**config.mk**
```make
export PLATFORM = sky130hd
export DESIGN_NAME = popcount_acc7_flat
export DESIGN_NICKNAME = d
export VERILOG_FILES = /design/src/rtl/popcount_acc7_if.sv /design/src/rtl/popcount_acc7.sv /design/src/flat_wrapper.sv
export SDC_FILE = /design/constraint.sdc
export NUM_CORES = 1
export LEC_CHECK = 0
export CAP_MARGIN = 20
export CORE_AREA = 2 2 78 88
export CTS_CLUSTER_SIZE = 40
export DETAILED_ROUTE_END_ITERATION = 16
export DIE_AREA = 0 0 80 90
export HOLD_SLACK_MARGIN = 0.12
export SLEW_MARGIN = 5
export SYNTH_ARGS = -nofsm -noshare
export SYNTH_HDL_FRONTEND = slang
export SYNTH_SLANG_ARGS = --single-unit
```
**constraint.sdc**
```tcl
create_clock -name clk -period 8.8 [get_ports clk]
set_clock_uncertainty 0.2 [all_clocks]
set_input_delay 1.76 -clock clk [delete_from_list [all_inputs] [get_ports clk]]
set_output_delay 1.76 -clock clk [all_outputs]
set_load 0.05 [all_outputs]
```
**src/rtl/popcount_acc7_if.sv**
```systemverilog
// Handshake bundle for popcount_acc7: upstream XNOR beats in, frame result out.
// The master side is whoever drives the beats and consumes the result.
interface popcount_acc7_if #(
  parameter int IN_W  = 7,
  parameter int ACC_W = 8,
  parameter int CNT_W = 6
);
  logic             in_valid;
  logic [IN_W-1:0]  in_data;
  logic             in_last;
  logic [ACC_W-1:0] threshold;
  logic             in_ready;
  logic             out_valid;
  logic             out_ready;
  logic [ACC_W-1:0] out_sum;
  logic             out_bit;
  logic [CNT_W-1:0] out_beats;
  logic             out_sat;

  modport master (
    output in_valid, in_data, in_last, threshold, out_ready,
    input  in_ready, out_valid, out_sum, out_bit, out_beats, out_sat
  );

  modport slave (
    input  in_valid, in_data, in_last, threshold, out_ready,
    output in_ready, out_valid, out_sum, out_bit, out_beats, out_sat
  );
endinterface

```
**src/rtl/popcount_acc7.sv**
```systemverilog
// Binary-neuron accumulator: sums popcounts of XNOR beats over a frame and
// compares the saturated total against the threshold latched at frame start.
module popcount_acc7 #(
  parameter int IN_W  = 7,
  parameter int ACC_W = 8,
  parameter int CNT_W = 6
) (
  input  logic            clk,
  input  logic            rst_n,
  popcount_acc7_if.slave  bus
);

  typedef enum logic [1:0] {
    IDLE   = 2'd0,
    ACCUM  = 2'd1,
    RESULT = 2'd2
  } state_t;

  state_t state_r;
  state_t state_nxt_s;

  logic             in_ready_s;
  logic             accept_s;
  logic [ACC_W-1:0] acc_r;
  logic [CNT_W-1:0] cnt_r;
  logic [ACC_W-1:0] thr_r;
  logic             sat_r;

  logic [ACC_W-1:0] acc_base_s;
  logic [ACC_W:0]   acc_wide_s;
  logic [ACC_W-1:0] acc_nxt_s;
  logic [CNT_W-1:0] cnt_base_s;
  logic             cnt_full_s;
  logic [CNT_W-1:0] cnt_nxt_s;
  logic [ACC_W-1:0] thr_sel_s;
  logic             sat_base_s;
  logic             sat_nxt_s;

  logic             out_valid_r;
  logic [ACC_W-1:0] out_sum_r;
  logic             out_bit_r;
  logic [CNT_W-1:0] out_beats_r;
  logic             out_sat_r;

  // Count of set bits, returned one bit wider than the accumulator so the add can detect overflow.
  function automatic logic [ACC_W:0] popcount(input logic [IN_W-1:0] v);
    logic [ACC_W:0] n;
    n = {(ACC_W+1){1'b0}};
    for (int i = 0; i < IN_W; i++) begin
      n = n + {{ACC_W{1'b0}}, v[i]};
    end
    return n;
  endfunction

  // State register.
  always_ff @(posedge clk or negedge rst_n) begin
    if (!rst_n) begin
      state_r <= IDLE;
    end else begin
      state_r <= state_nxt_s;
    end
  end

  // Next-state logic.
  always_comb begin
    state_nxt_s = state_r;
    case (state_r)
      IDLE, ACCUM: begin
        if (accept_s) begin
          state_nxt_s = bus.in_last ? RESULT : ACCUM;
        end else begin
          state_nxt_s = state_r;
        end
      end
      RESULT: begin
        if (bus.out_ready) begin
          state_nxt_s = IDLE;
        end else begin
          state_nxt_s = RESULT;
        end
      end
      default: state_nxt_s = IDLE;
    endcase
  end

  // Output decode: beats are refused only while a result is pending.
  always_comb begin
    in_ready_s = 1'b0;
    case (state_r)
      IDLE, ACCUM: in_ready_s = 1'b1;
      RESULT:      in_ready_s = 1'b0;
      default:     in_ready_s = 1'b0;
    endcase
  end

  assign accept_s = bus.in_valid & in_ready_s;

  // A new frame starts from zero; later beats build on the running state.
  always_comb begin
    acc_base_s = acc_r;
    cnt_base_s = cnt_r;
    thr_sel_s  = thr_r;
    sat_base_s = sat_r;
    if (state_r == IDLE) begin
      acc_base_s = {ACC_W{1'b0}};
      cnt_base_s = {CNT_W{1'b0}};
      thr_sel_s  = bus.threshold;
      sat_base_s = 1'b0;
    end else begin
      acc_base_s = acc_r;
      cnt_base_s = cnt_r;
      thr_sel_s  = thr_r;
      sat_base_s = sat_r;
    end
  end

  // Saturating add of this beat's popcount and beat count.
  always_comb begin
    acc_wide_s = {1'b0, acc_base_s} + popcount(bus.in_data);
    cnt_full_s = &cnt_base_s;
    if (acc_wide_s[ACC_W]) begin
      acc_nxt_s = {ACC_W{1'b1}};
    end else begin
      acc_nxt_s = acc_wide_s[ACC_W-1:0];
    end
    if (cnt_full_s) begin
      cnt_nxt_s = cnt_base_s;
    end else begin
      cnt_nxt_s = cnt_base_s + {{(CNT_W-1){1'b0}}, 1'b1};
    end
    sat_nxt_s = sat_base_s | acc_wide_s[ACC_W] | cnt_full_s;
  end

  // Running frame state and the registered result presented downstream.
  always_ff @(posedge clk or negedge rst_n) begin
    if (!rst_n) begin
      acc_r       <= {ACC_W{1'b0}};
      cnt_r       <= {CNT_W{1'b0}};
      thr_r       <= {ACC_W{1'b0}};
      sat_r       <= 1'b0;
      out_valid_r <= 1'b0;
      out_sum_r   <= {ACC_W{1'b0}};
      out_bit_r   <= 1'b0;
      out_beats_r <= {CNT_W{1'b0}};
      out_sat_r   <= 1'b0;
    end else begin
      if (accept_s) begin
        acc_r <= acc_nxt_s;
        cnt_r <= cnt_nxt_s;
        thr_r <= thr_sel_s;
        sat_r <= sat_nxt_s;
      end else begin
        acc_r <= acc_r;
        cnt_r <= cnt_r;
        thr_r <= thr_r;
        sat_r <= sat_r;
      end
      if (accept_s && bus.in_last) begin
        out_valid_r <= 1'b1;
        out_sum_r   <= acc_nxt_s;
        out_bit_r   <= (acc_nxt_s >= thr_sel_s);
        out_beats_r <= cnt_nxt_s;
        out_sat_r   <= sat_nxt_s;
      end else if ((state_r == RESULT) && bus.out_ready) begin
        out_valid_r <= 1'b0;
      end else begin
        out_valid_r <= out_valid_r;
      end
    end
  end

  assign bus.in_ready  = in_ready_s;
  assign bus.out_valid = out_valid_r;
  assign bus.out_sum   = out_sum_r;
  assign bus.out_bit   = out_bit_r;
  assign bus.out_beats = out_beats_r;
  assign bus.out_sat   = out_sat_r;

endmodule

```
**src/flat_wrapper.sv**
```systemverilog
// flat-port wrapper written by rule: the top's interface ports become plain ports
module popcount_acc7_flat 
#(
  parameter int IN_W  = 7,
  parameter int ACC_W = 8,
  parameter int CNT_W = 6
)
  (clk, rst_n, bus_in_valid, bus_in_data, bus_in_last, bus_threshold, bus_out_ready, bus_in_ready, bus_out_valid, bus_out_sum, bus_out_bit, bus_out_beats, bus_out_sat);
  popcount_acc7_if #(.IN_W(IN_W), .ACC_W(ACC_W), .CNT_W(CNT_W)) bus_i ();
  input  logic clk;
  input  logic rst_n;
  input wire logic [$bits(bus_i.in_valid)-1:0] bus_in_valid;
  input wire logic [$bits(bus_i.in_data)-1:0] bus_in_data;
  input wire logic [$bits(bus_i.in_last)-1:0] bus_in_last;
  input wire logic [$bits(bus_i.threshold)-1:0] bus_threshold;
  input wire logic [$bits(bus_i.out_ready)-1:0] bus_out_ready;
  output wire logic [$bits(bus_i.in_ready)-1:0] bus_in_ready;
  output wire logic [$bits(bus_i.out_valid)-1:0] bus_out_valid;
  output wire logic [$bits(bus_i.out_sum)-1:0] bus_out_sum;
  output wire logic [$bits(bus_i.out_bit)-1:0] bus_out_bit;
  output wire logic [$bits(bus_i.out_beats)-1:0] bus_out_beats;
  output wire logic [$bits(bus_i.out_sat)-1:0] bus_out_sat;
  assign bus_i.in_valid = bus_in_valid;
  assign bus_i.in_data = bus_in_data;
  assign bus_i.in_last = bus_in_last;
  assign bus_i.threshold = bus_threshold;
  assign bus_i.out_ready = bus_out_ready;
  assign bus_in_ready = bus_i.in_ready;
  assign bus_out_valid = bus_i.out_valid;
  assign bus_out_sum = bus_i.out_sum;
  assign bus_out_bit = bus_i.out_bit;
  assign bus_out_beats = bus_i.out_beats;
  assign bus_out_sat = bus_i.out_sat;
  popcount_acc7 #(.IN_W(IN_W), .ACC_W(ACC_W), .CNT_W(CNT_W)) u_core (.clk(clk), .rst_n(rst_n), .bus(bus_i));
endmodule
```
==> results of run 1 <==
==> path summary, 6_finish.rpt <==
check | from | to | slack [ns] | cells past startpoint
max | bus_in_data[0] | u_core.bus.out_bit | 2.69 | 19
min | u_core.bus.out_beats[3] | u_core.bus.out_beats[3] | 0.28 | 2
max reg2reg | u_core.state_r[1] | u_core.bus.out_bit | 4.21 | 17
min reg2reg | u_core.bus.out_beats[3] | u_core.bus.out_beats[3] | 0.28 | 2
max in group asynchronous | rst_n | u_core.acc_r[2] | 6.39 | 1
min in group asynchronous | rst_n | u_core.thr_r[6] | 1.41 | 1
==> per-stage QoR <==
stage / worst slack, ns / hold WS (ns)
6_report: 2.688 / 0.2839
5_1_grt: 2.392 / 0.3065
4_1_cts: 2.715 / 0.2906
3_5_place_dp: 2.401 / 0.2727
3_3_place_gp: 2.545 / 0.2587
2_1_floorplan: 3.097 / 0.2418
==> logic make-up (layout without fill, tap and decap cells) <==
family                   after synthesis  in the layout  share of synthesized area
multiplexers                          12             12                    0.05092
AO/OA/AOI/OAI                         68             68                     0.1665
XOR/XNOR                               4              4                    0.01426
buffers and inverters                 30             66                    0.04989
flip-flops                            42             42                     0.4277
AND/OR/NAND/NOR                       87             87                     0.1767
adder cells (fa/ha/maj)               20             20                     0.1141
==> power groups by stage <==
stage / sequential, mW / combinational [mW] / clock (mW)
after CTS: 0.268 / 0.342 / 0.130
after global routing: 0.276 / 0.379 / 0.137
after detailed placement: 0.272 / 0.341 / 0
after global placement: 0.270 / 0.333 / 0
final: 0.268 / 0.334 / 0.125
after floorplan: 0.331 / 0.178 / 0
==> state kept, by name, summed over array words and instances (netlist names) <==
signal / cells
u_core.acc_r: 8
u_core.bus.out_beats: 6
u_core.bus.out_bit: 1
u_core.bus.out_sat: 1
u_core.bus.out_sum: 8
u_core.bus.out_valid: 1
u_core.cnt_r: 6
u_core.sat_r: 1
u_core.state_r: 2
u_core.thr_r: 8
==> routing by layer <==
layer | global-route usage | vias to the layer above | share of wire
li1 | - | 976 | -
met1 | 0.1974 | 912 | 0.44
met2 | 0.2701 | 31 | 0.51
met3 | 0.02510 | 4 | 0.028
met4 | 0.05508 | 0 | 0.013
met5 | 0 | - | 0
==> tightest hold or removal path, delay by kind of cell (launching register included) <==
kind | cells | cell delay (ns)
AND/OR/NAND/NOR | 1 | 0.05
flip-flops | 1 | 0.35
AO/OA/AOI/OAI | 1 | 0.06
==> area by class of cell <==
type,instances,area [µm²]
flip-flops and latches,42,1051
fillers,629,3386
repair buffers,39,380.4
multi-input cells,191,1284
inverters,19,71.32
clock inverters,2,13.76
well taps,82,102.6
clock buffers,6,72.57
==> Yosys cell counts, drive strengths merged, types with 4 or more instances <==
cell	n	area, µm²
ha	16	200.2
nor2	23	88.84
mux2	4	45.04
a21oi	20	111.4
mux2i	8	80.08
clkbuf	7	27.52
buf	4	23.76
dfrtp	42	1051
nand3	4	25.02
o31ai	4	30.03
o21ai	25	125.1
nand2	36	135.1
and2	5	31.28
inv	19	71.32
a31oi	9	56.30
nor2b	4	25.02
fa	4	80.08
==> results.json, run 1 <==
{
  "grt_usage": 0.1574,
  "cp_data_arrival_time_ns": 6.09,
  "dp_cells": 373,
  "placed_area_um2": 2889,
  "p_clk_frac": 0.172,
  "fin_crit_ns": 6.112,
  "num-nets-final": 338,
  "numClockSinks": 42,
  "p_int_uw": 424.4,
  "worst-path-buf-inv": 3,
  "pwr-share-seq": 0.369,
  "hpwl_um": 3806,
  "worst_skew_pair.late_latency_ns": 0.30,
  "synthArstFlopShare": 1.000,
  "place.gp.congestion": 0.7994,
  "die_width_um": 80,
  "fin_tns_setup_ns": 0,
  "combPwrFrac": 0.460,
  "cp-start-kind": "input port",
  "critPathCaptureType": "flop",
  "syn-num-nets": 303,
  "portBuffers": 37,
  "drive_gt1_frac": 0.08027,
  "ys_seq_area_frac": 0.4277,
  "report.final.slew_viol_count": 0,
  "layout_common_cells": "dfrtp_1 (42), nand2_1 (36), clkdlybuf4s50_1 (36)",
  "maxCapViolCount": 0,
  "clk_pin_slew_ns": 0.09,
  "finalHoldViolations": 0,
  "num_vias": 1923,
  "synth_area_um2": 2457,
  "max_slew.worst_pin.slew_ns": 0.9566,
  "drc": 0,
  "fp-row-count": 31,
  "crit_required_ns": 8.78,
  "design_area_um2": 2975,
  "layoutNonFillerInstCount": 381,
  "grt_start_max_net_pins": 43,
  "crit_type": "in -> reg",
  "cpMostUsedCell": "fa_1",
  "post-cts-setup-buffers": 0,
  "ctsHoldBuffers": 0,
  "setup_viol": 0,
  "worstHoldPathType": "reg -> reg",
  "grt_pass1_wl_um": 8990,
  "synth_cell_types": 46,
  "fin_crit_sh": 0.6945,
  "fmax_mhz": 163.6,
  "p_sw_uw": 303.0,
  "path_delay_family": "adder cells",
  "grt_pass1_vias": 1941,
  "mostFrequentLayoutCell": "dfrtp_1",
  "status": "finished clean",
  "cts_buffer_depth": 2,
  "ys_warn_count": 0,
  "maxSlewHeadroom": 0.3623,
  "ys_ff_latch": 42,
  "diodes": 0,
  "synthToLayoutAreaGrowth_pct": 21.08,
  "numCtsBuffers": 5,
  "syn_area_per_cell_um2": 9.344,
  "ios": 38,
  "drtIter0Drc": 106,
  "vias_per_cell": 5.047,
  "synth-main-ff-cell": "dfrtp_1",
  "initial_core_util": 0.3863,
  "htreeDepth": 2,
  "chipHeight_um": 90,
  "design_power_total_uw": 727.3,
  "max_stage_delay_ns": 0.53,
  "p_per_area_nw_per_um2": 244.5,
  "grt_overflow": 0,
  "swShare": 0.4166,
  "core_um2": 6361,
  "critPathMaxFanout": 7,
  "ctsResizeCount": 0,
  "ir_drop_uv": 95.53,
  "power_leakage_nw": 1.366,
  "die_area_um2": 7200,
  "rsz0062_at_grt": "no",
  "cts_root_buffer": "clkbuf_8",
  "slowest_stage": "fa_1",
  "netlist_instances": 263,
  "antenna_found_initial": 0,
  "crit_chain": "clkdlybuf4s50_1 -> ha_1 -> inv_1 -> fa_1 -> fa_1 -> fa_1 -> inv_1 -> fa_1 -> a21o_2 -> a21oi_4 -> nand3_1 -> o21ai_0 -> nor2_1 -> ha_1 -> nand4_1 -> o21ai_0 -> nor3_1 -> o2bb2ai_1 -> a31oi_1",
  "synth-edff-count": 0,
  "antenna_left": 0,
  "cts_tree": "yes",
  "post-route-util": 0.4677,
  "drt_wl_total_um": 5139,
  "first_pass_iters": 4,
  "avgRoutedWirePerCell_um": 13.49
}
(Power assumes the default switching activity.)
==> run 2, diff against run 1 <==
clock period = 5.55 ns   (was 8.8 ns; I/O delays follow)
==> run 2 against run 1 <==
Compared with the run above:
- non-clock buffer count grew 7
- combinational power grew 69%
- critical path type unchanged
- power grew 69%
==> results.json, run 2 (synthesis results as in run 1) <==
{
  "chipHeight_um": 90,
  "report.final.slew_viol_count": 0,
  "pwr-share-seq": 0.343,
  "drive_gt1_frac": 0.1078,
  "clk_pin_slew_ns": 0.08,
  "crit_required_ns": 5.53,
  "setup_viol": 0,
  "hpwl_um": 3759,
  "maxCapViolCount": 0,
  "fin_crit_sh": 0.9685,
  "grt_pass1_wl_um": 8949,
  "initial_core_util": 0.3863,
  "p_sw_uw": 484.6,
  "dp_cells": 380,
  "grt_pass1_vias": 1926,
  "num-nets-final": 345,
  "worstHoldPathType": "reg -> reg",
  "cts_buffer_depth": 2,
  "die_width_um": 80,
  "post-cts-setup-buffers": 0,
  "avgRoutedWirePerCell_um": 13.19,
  "grt_overflow": 0,
  "crit_type": "in -> reg",
  "drt_wl_total_um": 5118,
  "layout_common_cells": "dfrtp_1 (42), nand2_1 (36), clkdlybuf4s50_1 (36)",
  "num_vias": 1960,
  "p_int_uw": 747.7,
  "finalHoldViolations": 0,
  "design_area_um2": 3059,
  "portBuffers": 37,
  "antenna_left": 0,
  "synthToLayoutAreaGrowth_pct": 24.49,
  "max_slew.worst_pin.slew_ns": 0.9464,
  "layoutNonFillerInstCount": 388,
  "place.gp.congestion": 0.8086,
  "multi_input_area_um2": 1291,
  "swShare": 0.3932,
  "cts_root_buffer": "clkbuf_8",
  "vias_per_cell": 5.052,
  "grt_start_max_net_pins": 43,
  "placed_area_um2": 2942,
  "worst_skew_pair.late_latency_ns": 0.30,
  "fmax_mhz": 186.0,
  "critPathCaptureType": "flop",
  "cts_tree": "yes",
  "ir_drop_uv": 149.3,
  "htreeDepth": 2,
  "diodes": 0,
  "numCtsBuffers": 5,
  "first_pass_iters": 4,
  "combPwrFrac": 0.458,
  "fp-row-count": 31,
  "fin_crit_ns": 5.375,
  "p_per_area_nw_per_um2": 402.8,
  "critPathMaxFanout": 6,
  "drc": 0,
  "core_um2": 6361,
  "status": "finished clean",
  "ios": 38,
  "nFillCells": 625,
  "numClockSinks": 42,
  "drtIter0Drc": 138,
  "mostFrequentLayoutCell": "dfrtp_1",
  "grt_usage": 0.1573,
  "power_leakage_nw": 1.405,
  "antenna_found_initial": 0,
  "maxSlewHeadroom": 0.3684,
  "cp-start-kind": "input port",
  "die_area_um2": 7200,
  "p_clk_frac": 0.199,
  "final-seq-area_um2": 1051,
  "cp_data_arrival_time_ns": 5.35
}
[run 2: cell count changes in the layout (fill, tap and decap cells not counted), sizes merged]
cell,change
bufinv,+1
buf,+7
clkinv,-2
clkinvlp,+1
[run 2: power by group through the flow]
stage / combinational, mW / clock (mW) / sequential, mW
2_1_floorplan: 0.283 / 0 / 0.525
3_3_place_gp: 0.561 / 0 / 0.427
3_5_place_dp: 0.572 / 0 / 0.430
4_1_cts: 0.573 / 0.252 / 0.424
5_1_grt: 0.629 / 0.270 / 0.437
6_report: 0.564 / 0.245 / 0.423
[run 2: critical path, cell delays in order]
cell,delay [ns]
clkdlybuf4s50_1,0.40
ha_1,0.29
inv_1,0.06
fa_1,0.42
fa_1,0.50
fa_2,0.36
inv_1,0.08
fa_1,0.21
a21o_2,0.16
a21oi_4,0.08
or4b_1,0.52
o211ai_2,0.10
inv_1,0.06
ha_1,0.31
a21oi_1,0.15
o21ai_0,0.08
nor3_1,0.24
o2bb2ai_1,0.15
a31oi_1,0.05
[run 2: metrics by stage]
stage                 util  setup TNS (ns)  hold slack, ns  worst slack (ns)  power, mW
floorplan                -               0          0.2418            0.4966     0.8073
global placement    0.4624        -0.02967          0.2590          -0.02967     0.9886
detailed placement  0.4624         -0.1291          0.2659           -0.1291      1.002
CTS                 0.4797               0          0.2855            0.1844      1.250
global route        0.4809        -0.02083          0.3089          -0.02083      1.336
finish              0.4809               0          0.2790            0.1749      1.232
[run 2: path summary, 6_finish.rpt]
kind / slack [ns] / from / end / cells after the start
min: 0.28 / u_core.bus.out_beats[3] / u_core.bus.out_beats[3] / 2
max in group asynchronous: 3.80 / rst_n / u_core.bus.out_beats[0] / 1
max: 0.17 / bus_in_data[0] / u_core.bus.out_bit / 19
min reg2reg: 0.28 / u_core.bus.out_beats[3] / u_core.bus.out_beats[3] / 2
min in group asynchronous: 0.75 / rst_n / u_core.bus.out_sum[4] / 1
max reg2reg: 0.99 / u_core.state_r[1] / u_core.bus.out_bit / 17
[run 2: repair_timing]
item,4_1_cts,5_1_grt
hold buffers,0,0
gates resized for setup,0,3
endpoints found under the setup margin,0,1
[run 2: cell type report]
type,instances,share of cell area
repair buffers,46,0.1415
inverters,19,0.02331
clock inverters,2,0.01227
clock buffers,6,0.02372
well taps,82,0.03354
flip-flops and latches,42,0.3436
multi-input cells,191,0.4221
[run 2: per-layer routing]
layer,track usage,share of wire,up-vias
li1,-,-,1003
met2,0.2597,0.50,30
met1,0.2031,0.45,921
met3,0.02811,0.032,6
met5,0,0,-
met4,0.05932,0.018,0
